<file path="src/rtl/mlp_pkg.sv">
// Shared constants and state encoding for the MLP output post-processing blocks.
package mlp_pkg;

    localparam int NUM_CLASS        = 10;
    localparam int IN_IMG_NUM       = 10;
    localparam int Y_BUF_DATA_WIDTH = 32;
    localparam int Y_BUF_DEPTH      = NUM_CLASS * IN_IMG_NUM * 4;
    localparam int CLS_W            = $clog2(NUM_CLASS);
    localparam int IMG_W            = $clog2(IN_IMG_NUM);
    localparam int ADDR_W           = $clog2(Y_BUF_DEPTH);
    localparam int ADDR_STEP        = 4;

    typedef enum logic [1:0] {
        IDLE    = 2'd0,
        COLLECT = 2'd1,
        DONE    = 2'd2
    } state_t;

endpackage

</file>
<file path="src/rtl/argmax_cmp.sv">
// Signed strict-greater compare with index select. The incumbent is kept on a
// tie, so the lower class index wins when candidates arrive in class order.
module argmax_cmp
    import mlp_pkg::*;
(
    input  logic [Y_BUF_DATA_WIDTH-1:0] cur_val,
    input  logic [CLS_W-1:0]            cur_idx,
    input  logic [Y_BUF_DATA_WIDTH-1:0] new_val,
    input  logic [CLS_W-1:0]            new_idx,
    output logic                        take_new,
    output logic [Y_BUF_DATA_WIDTH-1:0] best_val,
    output logic [CLS_W-1:0]            best_idx
);

    // Pick the new candidate only when it is strictly larger as a signed value.
    always_comb begin
        take_new = ($signed(new_val) > $signed(cur_val));
        best_val = take_new ? new_val : cur_val;
        best_idx = take_new ? new_idx : cur_idx;
    end

endmodule

</file>
<file path="src/rtl/mlp_argmax.sv">
// Snoops the logit writes on the y_buf port, computes one arg-max class per
// image and collects the predictions into a packed result vector.
//
// Output handshake: pred_valid_o is a single-cycle strobe with no ready; the
// consumer must take pred_img_o/pred_class_o in the cycle it is high. There is
// no backpressure towards the core, every write is absorbed in its own cycle.
module mlp_argmax
    import mlp_pkg::*;
(
    input  logic                          clk_i,
    input  logic                          rstn_i,
    input  logic                          start_i,
    input  logic                          y_buf_en,
    input  logic                          y_buf_wr_en,
    input  logic [ADDR_W-1:0]             y_buf_addr,
    input  logic [Y_BUF_DATA_WIDTH-1:0]   y_buf_data,
    output logic                          pred_valid_o,
    output logic [IMG_W-1:0]              pred_img_o,
    output logic [CLS_W-1:0]              pred_class_o,
    output logic [CLS_W*IN_IMG_NUM-1:0]   pred_vec_o,
    output logic                          all_done_o,
    output logic                          err_o,
    output state_t                        state_o
);

    state_t                        state;
    state_t                        state_nxt;

    logic [CLS_W-1:0]              cls_cnt;
    logic [IMG_W-1:0]              img_cnt;
    logic [ADDR_W-1:0]             exp_addr;
    logic [Y_BUF_DATA_WIDTH-1:0]   max_val;
    logic [CLS_W-1:0]              max_idx;

    logic                          wr_hit;
    logic                          wr_acc;
    logic                          wr_in_done;
    logic                          first_cls;
    logic                          last_cls;
    logic                          last_img;

    logic                          cmp_take;
    logic [Y_BUF_DATA_WIDTH-1:0]   cmp_val;
    logic [CLS_W-1:0]              cmp_idx;

    // Write qualification; a start in the same cycle wins and drops the write.
    always_comb begin
        wr_hit     = y_buf_en && y_buf_wr_en;
        wr_acc     = wr_hit && (state == COLLECT) && !start_i;
        wr_in_done = wr_hit && (state == DONE) && !start_i;
        first_cls  = (cls_cnt == '0);
        last_cls   = (cls_cnt == CLS_W'(NUM_CLASS - 1));
        last_img   = (img_cnt == IMG_W'(IN_IMG_NUM - 1));
    end

    // One comparator serves both the running max and the completion decision:
    // on the last class its result is the image's final arg-max.
    argmax_cmp u_cmp (
        .cur_val  (max_val),
        .cur_idx  (max_idx),
        .new_val  (y_buf_data),
        .new_idx  (cls_cnt),
        .take_new (cmp_take),
        .best_val (cmp_val),
        .best_idx (cmp_idx)
    );

    // State register.
    always_ff @(posedge clk_i) begin
        if (!rstn_i) begin
            state <= IDLE;
        end else begin
            state <= state_nxt;
        end
    end

    // Next-state logic: start restarts collection from any state.
    always_comb begin
        state_nxt = state;
        if (start_i) begin
            state_nxt = COLLECT;
        end else begin
            case (state)
                IDLE:    state_nxt = IDLE;
                COLLECT: if (wr_acc && last_cls && last_img) state_nxt = DONE;
                DONE:    state_nxt = DONE;
                default: state_nxt = IDLE;
            endcase
        end
    end

    // Running max, counters, address tracking and result publication.
    always_ff @(posedge clk_i) begin
        if (!rstn_i) begin
            cls_cnt      <= '0;
            img_cnt      <= '0;
            exp_addr     <= '0;
            max_val      <= '0;
            max_idx      <= '0;
            pred_valid_o <= 1'b0;
            pred_img_o   <= '0;
            pred_class_o <= '0;
            pred_vec_o   <= '0;
            all_done_o   <= 1'b0;
            err_o        <= 1'b0;
        end else begin
            pred_valid_o <= 1'b0;
            if (start_i) begin
                cls_cnt    <= '0;
                img_cnt    <= '0;
                exp_addr   <= '0;
                max_val    <= '0;
                max_idx    <= '0;
                pred_vec_o <= '0;
                all_done_o <= 1'b0;
                err_o      <= 1'b0;
            end else if (wr_acc) begin
                // Address is only checked; indexing follows the write order.
                if (y_buf_addr != exp_addr) begin
                    err_o <= 1'b1;
                end
                exp_addr <= exp_addr + ADDR_W'(ADDR_STEP);

                if (first_cls) begin
                    max_val <= y_buf_data;
                    max_idx <= '0;
                end else begin
                    max_val <= cmp_val;
                    max_idx <= cmp_idx;
                end

                if (last_cls) begin
                    cls_cnt      <= '0;
                    img_cnt      <= last_img ? '0 : img_cnt + IMG_W'(1);
                    pred_valid_o <= 1'b1;
                    pred_img_o   <= img_cnt;
                    pred_class_o <= cmp_idx;
                    for (int i = 0; i < IN_IMG_NUM; i++) begin
                        if (img_cnt == IMG_W'(i)) begin
                            pred_vec_o[i*CLS_W +: CLS_W] <= cmp_idx;
                        end
                    end
                    if (last_img) begin
                        all_done_o <= 1'b1;
                    end
                end else begin
                    cls_cnt <= cls_cnt + CLS_W'(1);
                end
            end else if (wr_in_done) begin
                // Overrun past the last image: flag it, keep the results.
                err_o <= 1'b1;
            end
        end
    end

    // Debug view of the FSM.
    assign state_o = state;

    // cmp_take is folded into cmp_val/cmp_idx; kept as a named net for probing.
    logic unused_take;
    assign unused_take = cmp_take;

endmodule

</file>
<file path="config.mk">
export PLATFORM = sky130hd
export DESIGN_NAME = mlp_argmax
export DESIGN_NICKNAME = d
export VERILOG_FILES = /design/src/rtl/mlp_pkg.sv /design/src/rtl/argmax_cmp.sv /design/src/rtl/mlp_argmax.sv
export SDC_FILE = /design/constraint.sdc
export NUM_CORES = 1
export LEC_CHECK = 0
export BUFFER_PORTS_ARGS = -buffer_cell sky130_fd_sc_hd__clkbuf_2
export CELL_PAD_IN_SITES_DETAIL_PLACEMENT = 1
export CELL_PAD_IN_SITES_GLOBAL_PLACEMENT = 1
export CORE_AREA = 2 2 122 124
export CTS_CLUSTER_SIZE = 28
export DETAILED_ROUTE_END_ITERATION = 10
export DIE_AREA = 0 0 124 126
export GPL_TIMING_DRIVEN = 1
export PLACE_DENSITY_LB_ADDON = 0.1
export SLEW_MARGIN = 20
export SYNTH_ARGS = -nofsm -noshare
export SYNTH_HDL_FRONTEND = slang
export SYNTH_SLANG_ARGS = --single-unit
export TNS_END_PERCENT = 30
</file>
<file path="constraint.sdc">
create_clock -name clk_i -period 5 [get_ports clk_i]
set_input_delay 0.5 -clock clk_i [delete_from_list [all_inputs] [get_ports clk_i]]
set_output_delay 0.5 -clock clk_i [all_outputs]
set_load 0.05 [all_outputs]
</file>
==> results.cfg, run 1 <==
[layout]
drive_gt1_frac = 0.211
final_common_cell = sky130_fd_sc_hd__dfxtp_1
postLayoutCoreUtil = 0.409
area_growth_pct = 20.0
num-nets-final = 720
layout.cells.most_common_list = 104 x sky130_fd_sc_hd__dfxtp_1, 98 x sky130_fd_sc_hd__clkbuf_2, 85 x sky130_fd_sc_hd__nand2_1, 52 x sky130_fd_sc_hd__nor2_1, 44 x sky130_fd_sc_hd__a21oi_1
antenna-diode-count = 0

[die]
die_h_um = 126
fp.coreArea_um2 = 14300
die_x_um = 124
die_footprint_um2 = 15600
floorplan.initialDensity = 0.341
io_pins = 99
rows = 44

[synthesis]
number_of_enable_flip_flop_cells_after_synthesis = 0
synth_cell_types = 45
netlist_area_um2 = 4880
top_flip_flop_cell_by_instance_count_after_synthesis = sky130_fd_sc_hd__dfxtp_1
mappedNetlistNets = 631
synthesis.area_per_instance_um2 = 8.87
ys_seq_area_frac = 0.427
synthesis.instances = 550
synthArstFlopShare = 0
yosysWarningCount = 0
synth_seq_cells = 104

[route]
drt_drc_violations_left = 0
detail_route.wl_per_cell_um = 15.0
met2_wirelength_um = 5710
wl_met3_um = 511
dr_vias_cell = 4.99
wl_met1_um = 6050
dr_total_vias = 4132
highest_routing_layer_actually_used = met4
first_pass_iteration_count_of_the_detailed_router = 4
drtIter0Drc = 136
ant_nets = 0
total_wire_length_um = 12400

[setup_path]
worst_ep_required_time_ps = 5270
timing.critical_path.from_type = flop
critical_path_maximum_fanout = 25
timing.critical_path.max_delay_family = compound AO/OA/AOI/OAI gates
type_of_the_worst_setup_path = flop to flop
crit_path_cell_trace = inv_1, ha_1, nand4_1, nor4_1, a32o_2, a41oi_4, a21oi_4, buf_4, mux2i_1
critPathMaxStageDelay_ps = 650
crit_slowest_cell = sky130_fd_sc_hd__nor4_1
timing.critical_path.to_type = flop
cp.buffers_inverters = 2
worst-endpoint-arrival_ps = 3460

[pwr]
max-vdd-ir-drop_v = 0.000203
power_per_cell_area_nw_per_um2 = 299
leakage_nw = 2.50

[sta]
timing.final.hold_violations = 0
finalClockSkew_ps = 8.40
max-slew-margin-rel = 0.338
finalSetupTns_ps = 0
clock.fmax_mhz = 313
max_slew.worst_pin.slew_ps = 989
finalCriticalPeriod_ps = 3190
timing.final.setup_violations = 0
final.period_utilization = 0.638
unrepaired_setup_endpoints_after_global_routing = false
final_max_slew_viol_count = 0

[global_route]
grt_pass1_vias = 4138
antenna_violations_before_repair = 0
grt_first_pass_wirelength_um = 20300
grt.total_usage = 0.165
overflow = 0
grt_start_max_net_pins = 51

[outcome]
run_status = complete, no violations

[placed_design]
port_buffers = 98
dp.final_hpwl_um = 9180
finalWeightedCongestion = 0.746

[clock_tree]
cts-htree-levels = 3
hold_buffers = 0
worstSkewPairLatency_ps = 350
post-cts-setup-buffers = 0
clkTransAtPathRegs_ps = 70
cts_tree = done
clock_tree.buffer_depth = 2
clkSinkCount = 104
cts-root-buf = sky130_fd_sc_hd__clkbuf_16
cts-resized-gates = 0
cts_made_buffers = 9

[job]
max_cap_viol_count = 0

[worst_hold_path]
min-delay-path-class = primary input to flop
routing by layer:
metal	GRT usage	vias to the layer above
met5	0	-
met4	0.0516	0
met3	0.0317	11
met2	0.267	71
met1	0.220	1983
li1	-	2067
cells in the mapped netlist, types with 3 or more instances:
cell	instances	area, um^2
sky130_fd_sc_hd__xor2_1	13	114
sky130_fd_sc_hd__xnor2_1	4	35.0
sky130_fd_sc_hd__nand3_1	7	35.0
sky130_fd_sc_hd__dfxtp_1	104	2080
sky130_fd_sc_hd__nor3_1	4	20.0
sky130_fd_sc_hd__a21o_1	3	22.5
sky130_fd_sc_hd__mux2i_1	35	350
sky130_fd_sc_hd__inv_1	36	135
sky130_fd_sc_hd__clkbuf_1	15	56.3
sky130_fd_sc_hd__o21ai_0	28	140
sky130_fd_sc_hd__nand4_1	6	37.5
sky130_fd_sc_hd__nand2b_1	6	37.5
sky130_fd_sc_hd__nand2_1	85	319
sky130_fd_sc_hd__a32o_1	4	40.0
sky130_fd_sc_hd__buf_12	3	60.1
sky130_fd_sc_hd__buf_2	5	25.0
sky130_fd_sc_hd__a21oi_1	44	220
sky130_fd_sc_hd__nor2_1	53	199
sky130_fd_sc_hd__a211oi_1	23	173
sky130_fd_sc_hd__nor2b_1	4	25.0
sky130_fd_sc_hd__nor4_1	4	25.0
sky130_fd_sc_hd__nor3_2	3	30.0
sky130_fd_sc_hd__ha_1	35	438
per-stage QoR:
step | cell area, um^2 | power [mW] | cells | hold slack, ps | setup WS (ps)
3_3_place_gp | 5490 | 0.974 | 811 | 443 | 1600
3_5_place_dp | 5490 | 0.978 | 811 | 451 | 1570
5_1_grt | 5850 | 1.83 | 828 | 405 | 1560
2_1_floorplan | 4880 | 0.931 | 550 | 438 | 2450
6_report | 5850 | 1.75 | 828 | 393 | 1810
4_1_cts | 5830 | 1.77 | 827 | 386 | 1780
flip-flops by register name (all words and copies together), names as in the netlist:
signal        flops
exp_addr          7
state_o           2
max_val          32
err_o             1
pred_valid_o      1
all_done_o        1
pred_img_o        4
cls_cnt           4
pred_class_o      4
max_idx           4
pred_vec_o       40
img_cnt           4
layout make-up:
class | count | area [um^2]
Clock buffer | 10 | 239
Clock inverter | 6 | 96.3
Inverter | 36 | 135
Sequential cell | 104 | 2080
Multi-Input combinational cell | 384 | 2520
Fill cell | 1744 | 8460
Timing Repair Buffer | 104 | 548
Tap cell | 184 | 230
cells by family after synthesis:
family          after synthesis  synth area share
compound gates              113             0.148
xor+xnor                     17            0.0305
fa+ha+maj                    35            0.0898
buf+inv                      62            0.0605
flops                       104             0.427
mux                          35            0.0718
simple gates                184             0.172
path summary, 6_finish.rpt:
check,cells after the start,startpoint,slack [ps],endpoint
max,9,max_val[14],1810,max_val[23]
min,3,y_buf_data[26],390,max_val[26]
max reg2reg,9,max_val[14],1810,max_val[23]
min reg2reg,2,max_val[26],460,max_val[26]
worst min-delay path, cell delays in order:
cell and delay [ps]:
sky130_fd_sc_hd__clkbuf_2 90, sky130_fd_sc_hd__nand2_1 50, sky130_fd_sc_hd__mux2i_1 50
power by group:
group          total, mW  internal [mW]  leakage (nW)  switching [mW]
Clock              0.792          0.460         0.162           0.332
Sequential         0.833          0.831         0.838         0.00260
Combinational      0.124         0.0476          1.51          0.0762
Total               1.75           1.34          2.50           0.411
No activity file was read; power rests on OpenSTA's default activity.
==> inputs of run 2 (changes only) <==
Settings changed: ABC_AREA set to 1, CORE_AREA 2 2 122 124 to 2 2 130 132, DIE_AREA 0 0 124 126 to 0 0 132 134.
Clock period 5 ns to 2.9 ns, I/O delays scaled along.
==> run 2 against run 1 <==
  * Non-clock buffer count shrank 2
  * Sequential share of layout area decreased by 3.7 points
  * Clock power increased by 60%
  * Critical path type unchanged
  * Largest cell class unchanged
  * Largest power group unchanged
  * Highest routed layer unchanged
==> results.cfg, run 2 <==
[layout]
antenna-diode-count = 0
drive_gt1_frac = 0.167
layout.cells.most_common_list = 144 x sky130_fd_sc_hd__nand2_1, 136 x sky130_fd_sc_hd__nor2_1, 112 x sky130_fd_sc_hd__inv_1, 104 x sky130_fd_sc_hd__dfxtp_1, 98 x sky130_fd_sc_hd__clkbuf_2
final_common_cell = sky130_fd_sc_hd__nand2_1
regMostFlops = pred_vec_o
layout.cells.non_filler = 1101
largest_register_ff_count = 40
area_growth_pct = 16.3
num-nets-final = 957
biggestRegsByFlops = pred_vec_o x40, max_val x32, exp_addr x7

[setup_path]
crit_path_start = max_val[31]
rr_worst_depth = 12
setup.worst_path.end = pred_vec_o[16]
type_of_the_worst_setup_path = flop to flop
timing.rr.end = pred_vec_o[16]
worst-endpoint-arrival_ps = 2920
timing.critical_path.to_type = flop
crit_slowest_cell = sky130_fd_sc_hd__nand4_1
critical_path.reg2reg.startpoint = max_val[31]
critPathMaxStageDelay_ps = 650
crit_path_cell_trace = inv_1, ha_1, nand2_1, nor2_2, nand2_2, nor2_4, nand2_2, nand3_2, nand4_1, nand3_1, nand2_1, inv_1
timing.critical_path.from_type = flop
setup.reg_to_reg.worst_slack_ps = 280
worst_ep_required_time_ps = 3210
critical_path_maximum_fanout = 11

[placed_design]
port_buffers = 98
finalWeightedCongestion = 0.795
dp.final_hpwl_um = 11200
number_of_placed_instances_with_taps_included = 1085

[synthesis]
synthMostInstantiatedCell = sky130_fd_sc_hd__nand2_1
synthesis.instances = 794
synthArstFlopShare = 0
yosysWarningCount = 0
synth_top_cell_area_share = 0.370
synth_cell_types = 41
synth.largest_area_cell = sky130_fd_sc_hd__dfxtp_1
mappedNetlistNets = 875
top_flip_flop_cell_by_instance_count_after_synthesis = sky130_fd_sc_hd__dfxtp_1
number_of_enable_flip_flop_cells_after_synthesis = 0
yosys-top-cells-area = sky130_fd_sc_hd__dfxtp_1 37%, sky130_fd_sc_hd__nand2_1 9.6%, sky130_fd_sc_hd__nor2_1 9.1%, sky130_fd_sc_hd__ha_1 7.8%, sky130_fd_sc_hd__inv_1 7.5%
netlist_area_um2 = 5620
yosys-top-cells-count = 144 x sky130_fd_sc_hd__nand2_1, 136 x sky130_fd_sc_hd__nor2_1, 112 x sky130_fd_sc_hd__inv_1
ys_seq_area_frac = 0.370
synth_seq_cells = 104
synthesis.area_per_instance_um2 = 7.08

[global_route]
grt_pass1_vias = 5425
grtUsageMet1 = 0.221
grtUsageMet3 = 0.0385
antenna_violations_before_repair = 0
grt.total_usage = 0.181
grt_start_max_net_pins = 73
grt_first_pass_wirelength_um = 26200
overflow = 0
gr-max-usage-layer = met2
grt_use_met2 = 0.325

[route]
dr_vias_cell = 4.76
drtIter0Drc = 170
dr_total_vias = 5241
detail_route.wl_per_cell_um = 14.1
drt_drc_violations_left = 0
total_wire_length_um = 15600
ant_nets = 0
first_pass_iteration_count_of_the_detailed_router = 4

[sta]
max-slew-margin-rel = 0.487
timing.final.hold_violations = 0
timing.final.setup_violations = 0
clock.fmax_mhz = 382
final_max_slew_viol_count = 0
final.period_utilization = 0.903
finalSetupTns_ps = 0
unrepaired_setup_endpoints_after_global_routing = false
max_slew.worst_pin.slew_ps = 767
finalCriticalPeriod_ps = 2620
finalClockSkew_ps = 9.32

[pwr]
max-vdd-ir-drop_v = 0.000260
post-layout-total-power_mw = 2.93
power_per_cell_area_nw_per_um2 = 448
leakage_nw = 2.87

[die]
io_pins = 99
floorplan.initialDensity = 0.345
rows = 47
die_x_um = 132
die_h_um = 134
die_footprint_um2 = 17700
fp.coreArea_um2 = 16300

[clock_tree]
cts-root-buf = sky130_fd_sc_hd__clkbuf_16
clock_tree.buffer_depth = 2
clkTransAtPathRegs_ps = 80
clkSinkCount = 104
worstSkewPairLatency_ps = 350
hold_buffers = 0
cts_made_buffers = 9
cts_tree = done
post-cts-setup-buffers = 0
cts-htree-levels = 3
cts-resized-gates = 0

[outcome]
run_status = complete, no violations

[job]
max_cap_viol_count = 0

[worst_hold_path]
min-delay-path-class = primary input to flop
## run 2: changes by cell type after synthesis, moves of 6 or more
cell | before | now
sky130_fd_sc_hd__mux2i_1 | 35 | 0
sky130_fd_sc_hd__o21a_1 | 1 | 8
sky130_fd_sc_hd__nand3b_1 | 0 | 31
sky130_fd_sc_hd__xor2_1 | 13 | 1
sky130_fd_sc_hd__nor2_4 | 0 | 10
sky130_fd_sc_hd__a21oi_1 | 44 | 66
sky130_fd_sc_hd__nand2_1 | 85 | 144
sky130_fd_sc_hd__nor2_1 | 53 | 136
sky130_fd_sc_hd__inv_1 | 36 | 112
sky130_fd_sc_hd__nand3_1 | 7 | 54
sky130_fd_sc_hd__a211oi_1 | 23 | 1
sky130_fd_sc_hd__o21ai_0 | 28 | 12
sky130_fd_sc_hd__nand2b_1 | 6 | 0
## run 2: power breakdown
part           internal, mW  switching [mW]  total (mW)
sequential             1.43         0.00397        1.44
combinational        0.0890           0.135       0.224
clock                 0.681           0.590        1.27
## run 2: area by class of cell
type / count / area (um^2)
clock buffer: 9 / 225
clock inverter: 7 / 77.6
fill: 2101 / 9750
inverter: 117 / 439
multi-input combinational: 542 / 2920
sequential: 104 / 2080
tap: 220 / 275
timing repair buffer: 102 / 520
## run 2: logic make-up after synthesis
kind of cell             Yosys count  share of synthesized area
AND/OR/NAND/NOR                  407                      0.340
flip-flops                       104                      0.370
adder cells (fa/ha/maj)           35                     0.0779
XOR/XNOR                           4                    0.00623
buffers and inverters            148                      0.111
AO/OA/AOI/OAI                     96                     0.0946
## run 2: worst max-delay path: cells and delay by family, from the launching register on
family	cells	cell delay, ps
adder cells (fa/ha/maj)	1	350
flip-flops	1	330
AND/OR/NAND/NOR	9	1790
buffers and inverters	2	90
## run 2: per-stage QoR
step	cell area, um^2	hold slack [ps]	util	setup slack [ps]
after floorplan	5620	407	-	710
after global placement	6240	451	0.383	333
after detailed placement	6240	462	0.383	258
after CTS	6540	172	0.401	312
after global routing	6540	173	0.401	67.7
final	6540	180	0.401	282
## run 2: how the worst min path moves through the flow
stage | startpoint | endpoint | slack, ps | cells past startpoint
global route | rstn_i | state_o[0] | 170 | 2
finish | rstn_i | state_o[0] | 180 | 2
detailed placement | all_done_o | all_done_o | 460 | 1
floorplan | rstn_i | state_o[0] | 410 | 1
global placement | all_done_o | all_done_o | 450 | 1
CTS | rstn_i | state_o[0] | 170 | 2
## run 2: per-layer routing
layer / vias up / share of wire
met5: - / 0
met4: 0 / 0.0093
met3: 14 / 0.032
met2: 69 / 0.51
met1: 2479 / 0.45
li1: 2679 / -
==> inputs of run 3 (changes only) <==
Settings changed: CORE_AREA 2 2 130 132 to 2 2 133 135, DIE_AREA 0 0 132 134 to 0 0 135 137, SYNTH_HIERARCHICAL set to 1.
==> run 3 against run 2 <==
  * Cell count is 15% higher
  * Critical endpoint is now pred_vec_o[26]
  * Combinational power is 58% higher
  * Design area is 8.1% higher
==> results.cfg, run 3 <==
[layout]
biggestRegsByFlops = pred_vec_o x40, max_val x32, exp_addr x7
antenna-diode-count = 0
regMostFlops = pred_vec_o
layout.cells.most_common_list = 331 x sky130_fd_sc_hd__nand2_1, 152 x sky130_fd_sc_hd__inv_1, 108 x sky130_fd_sc_hd__a21oi_1, 104 x sky130_fd_sc_hd__dfxtp_1, 98 x sky130_fd_sc_hd__clkbuf_2
final_common_cell = sky130_fd_sc_hd__nand2_1
largest_register_ff_count = 40
area_growth_pct = 17.2
stdcell_area_um2 = 7070
drive_gt1_frac = 0.139
num-nets-final = 1119

[pwr]
leakage_nw = 3.27
max-vdd-ir-drop_v = 0.000289
power_per_cell_area_nw_per_um2 = 428

[synthesis]
synthesis.instances = 948
yosysWarningCount = 6
netlist_area_um2 = 6030
synthesis.area_per_instance_um2 = 6.37
mappedNetlistNets = 1029

[clock_tree]
post-cts-setup-buffers = 0
hold_buffers = 0
cts-root-buf = sky130_fd_sc_hd__clkbuf_16
clkTransAtPathRegs_ps = 70
cts-htree-levels = 3
cts_made_buffers = 9
cts-resized-gates = 0
cts_tree = done
clock_tree.buffer_depth = 2
clkSinkCount = 104
worstSkewPairLatency_ps = 360

[setup_path]
setup.reg_to_reg.worst_slack_ps = 350
worst_ep_required_time_ps = 3190
worst-endpoint-arrival_ps = 2840
timing.rr.end = pred_vec_o[26]
type_of_the_worst_setup_path = flop to flop
critical_path.reg2reg.startpoint = max_val[31]
timing.critical_path.from_type = flop
critical_path_maximum_fanout = 12
timing.critical_path.to_type = flop
rr_worst_depth = 13

[global_route]
overflow = 0
grt_start_max_net_pins = 56
grt_first_pass_wirelength_um = 30200
grt_pass1_vias = 5986
grt.total_usage = 0.203
antenna_violations_before_repair = 1

[sta]
unrepaired_setup_endpoints_after_global_routing = false
timing.final.setup_violations = 0
clock.fmax_mhz = 393
timing.final.hold_violations = 0
final.period_utilization = 0.878
finalCriticalPeriod_ps = 2550
max_slew.worst_pin.slew_ps = 563
finalClockSkew_ps = 8.09
max-slew-margin-rel = 0.624
finalSetupTns_ps = 0
final_max_slew_viol_count = 0

[route]
dr_total_vias = 6109
drt_drc_violations_left = 0
drtIter0Drc = 184
ant_nets = 0
detail_route.wl_per_cell_um = 14.3
total_wire_length_um = 18100
first_pass_iteration_count_of_the_detailed_router = 4
dr_vias_cell = 4.82

[placed_design]
postPlaceCellArea_um2 = 6780
finalWeightedCongestion = 0.784
dp.final_hpwl_um = 12600
port_buffers = 98

[worst_hold_path]
timing.hold.worst_endpoint = pred_class_o[0]
hp-start = rstn_i
min-delay-path-class = primary input to flop
hold-path-cell-count = 3

[die]
fp.coreArea_um2 = 17100
die_x_um = 135
io_pins = 99
floorplan.initialDensity = 0.354
die_h_um = 137
rows = 48
die_footprint_um2 = 18500

[outcome]
run_status = complete, no violations

[job]
max_cap_viol_count = 0
-- run 3: worst max-delay path by stage --
stage / start / to
detailed placement: y_buf_data[31] / pred_vec_o[26]
CTS: max_val[31] / pred_vec_o[27]
global route: max_val[23] / pred_vec_o[26]
floorplan: max_val[31] / pred_vec_o[24]
global placement: y_buf_data[31] / pred_vec_o[26]
finish: max_val[31] / pred_vec_o[26]
-- run 3: routing by layer --
metal	global-route usage	share of wire	vias to the layer above
met5	0	0	-
met4	0.0561	0.013	0
met3	0.0330	0.039	13
met2	0.330	0.46	83
met1	0.278	0.49	2850
li1	-	-	3163
-- run 3: final cells by class --
| type | count | area [um^2] |
|---|---|---|
| repair buffers | 119 | 673 |
| inverters | 154 | 578 |
| multi-input cells | 650 | 3170 |
| fillers | 2341 | 9980 |
| clock buffers | 10 | 239 |
| clock inverters | 6 | 50.0 |
| well taps | 225 | 282 |
| flip-flops and latches | 104 | 2080 |
-- run 3: critical path, stage by stage, from the launching register on --
cell and delay, ps:
sky130_fd_sc_hd__dfxtp_1 350, sky130_fd_sc_hd__inv_1 50, sky130_fd_sc_hd__ha_1 350, sky130_fd_sc_hd__nand2_1 90, sky130_fd_sc_hd__nor2_1 140, sky130_fd_sc_hd__nand2_1 90, sky130_fd_sc_hd__nor2_1 210, sky130_fd_sc_hd__nand4_2 340
sky130_fd_sc_hd__nand3_4 260, sky130_fd_sc_hd__nand2_1 70, sky130_fd_sc_hd__nand2_1 60, sky130_fd_sc_hd__buf_4 200, sky130_fd_sc_hd__nand3_1 100, sky130_fd_sc_hd__a21oi_1 160
-- run 3: report_power, final --
group	switching [mW]	internal (mW)	leakage, nW	total [mW]
logic	0.226	0.128	2.29	0.354
clock network	0.607	0.620	0.141	1.23
registers	0.00819	1.44	0.839	1.44
-- run 3: per-stage QoR --
stage                     setup slack (ps)   util  power, mW  hold slack, ps  instances
final                                  353  0.415       3.03             214       1268
after floorplan                        530      -       1.71             426        948
after global routing                  46.3  0.415       3.17             226       1268
after global placement                 403  0.398       1.83             442       1252
after CTS                              326  0.415       3.07             206       1268
after detailed placement               330  0.398       1.84             445       1252
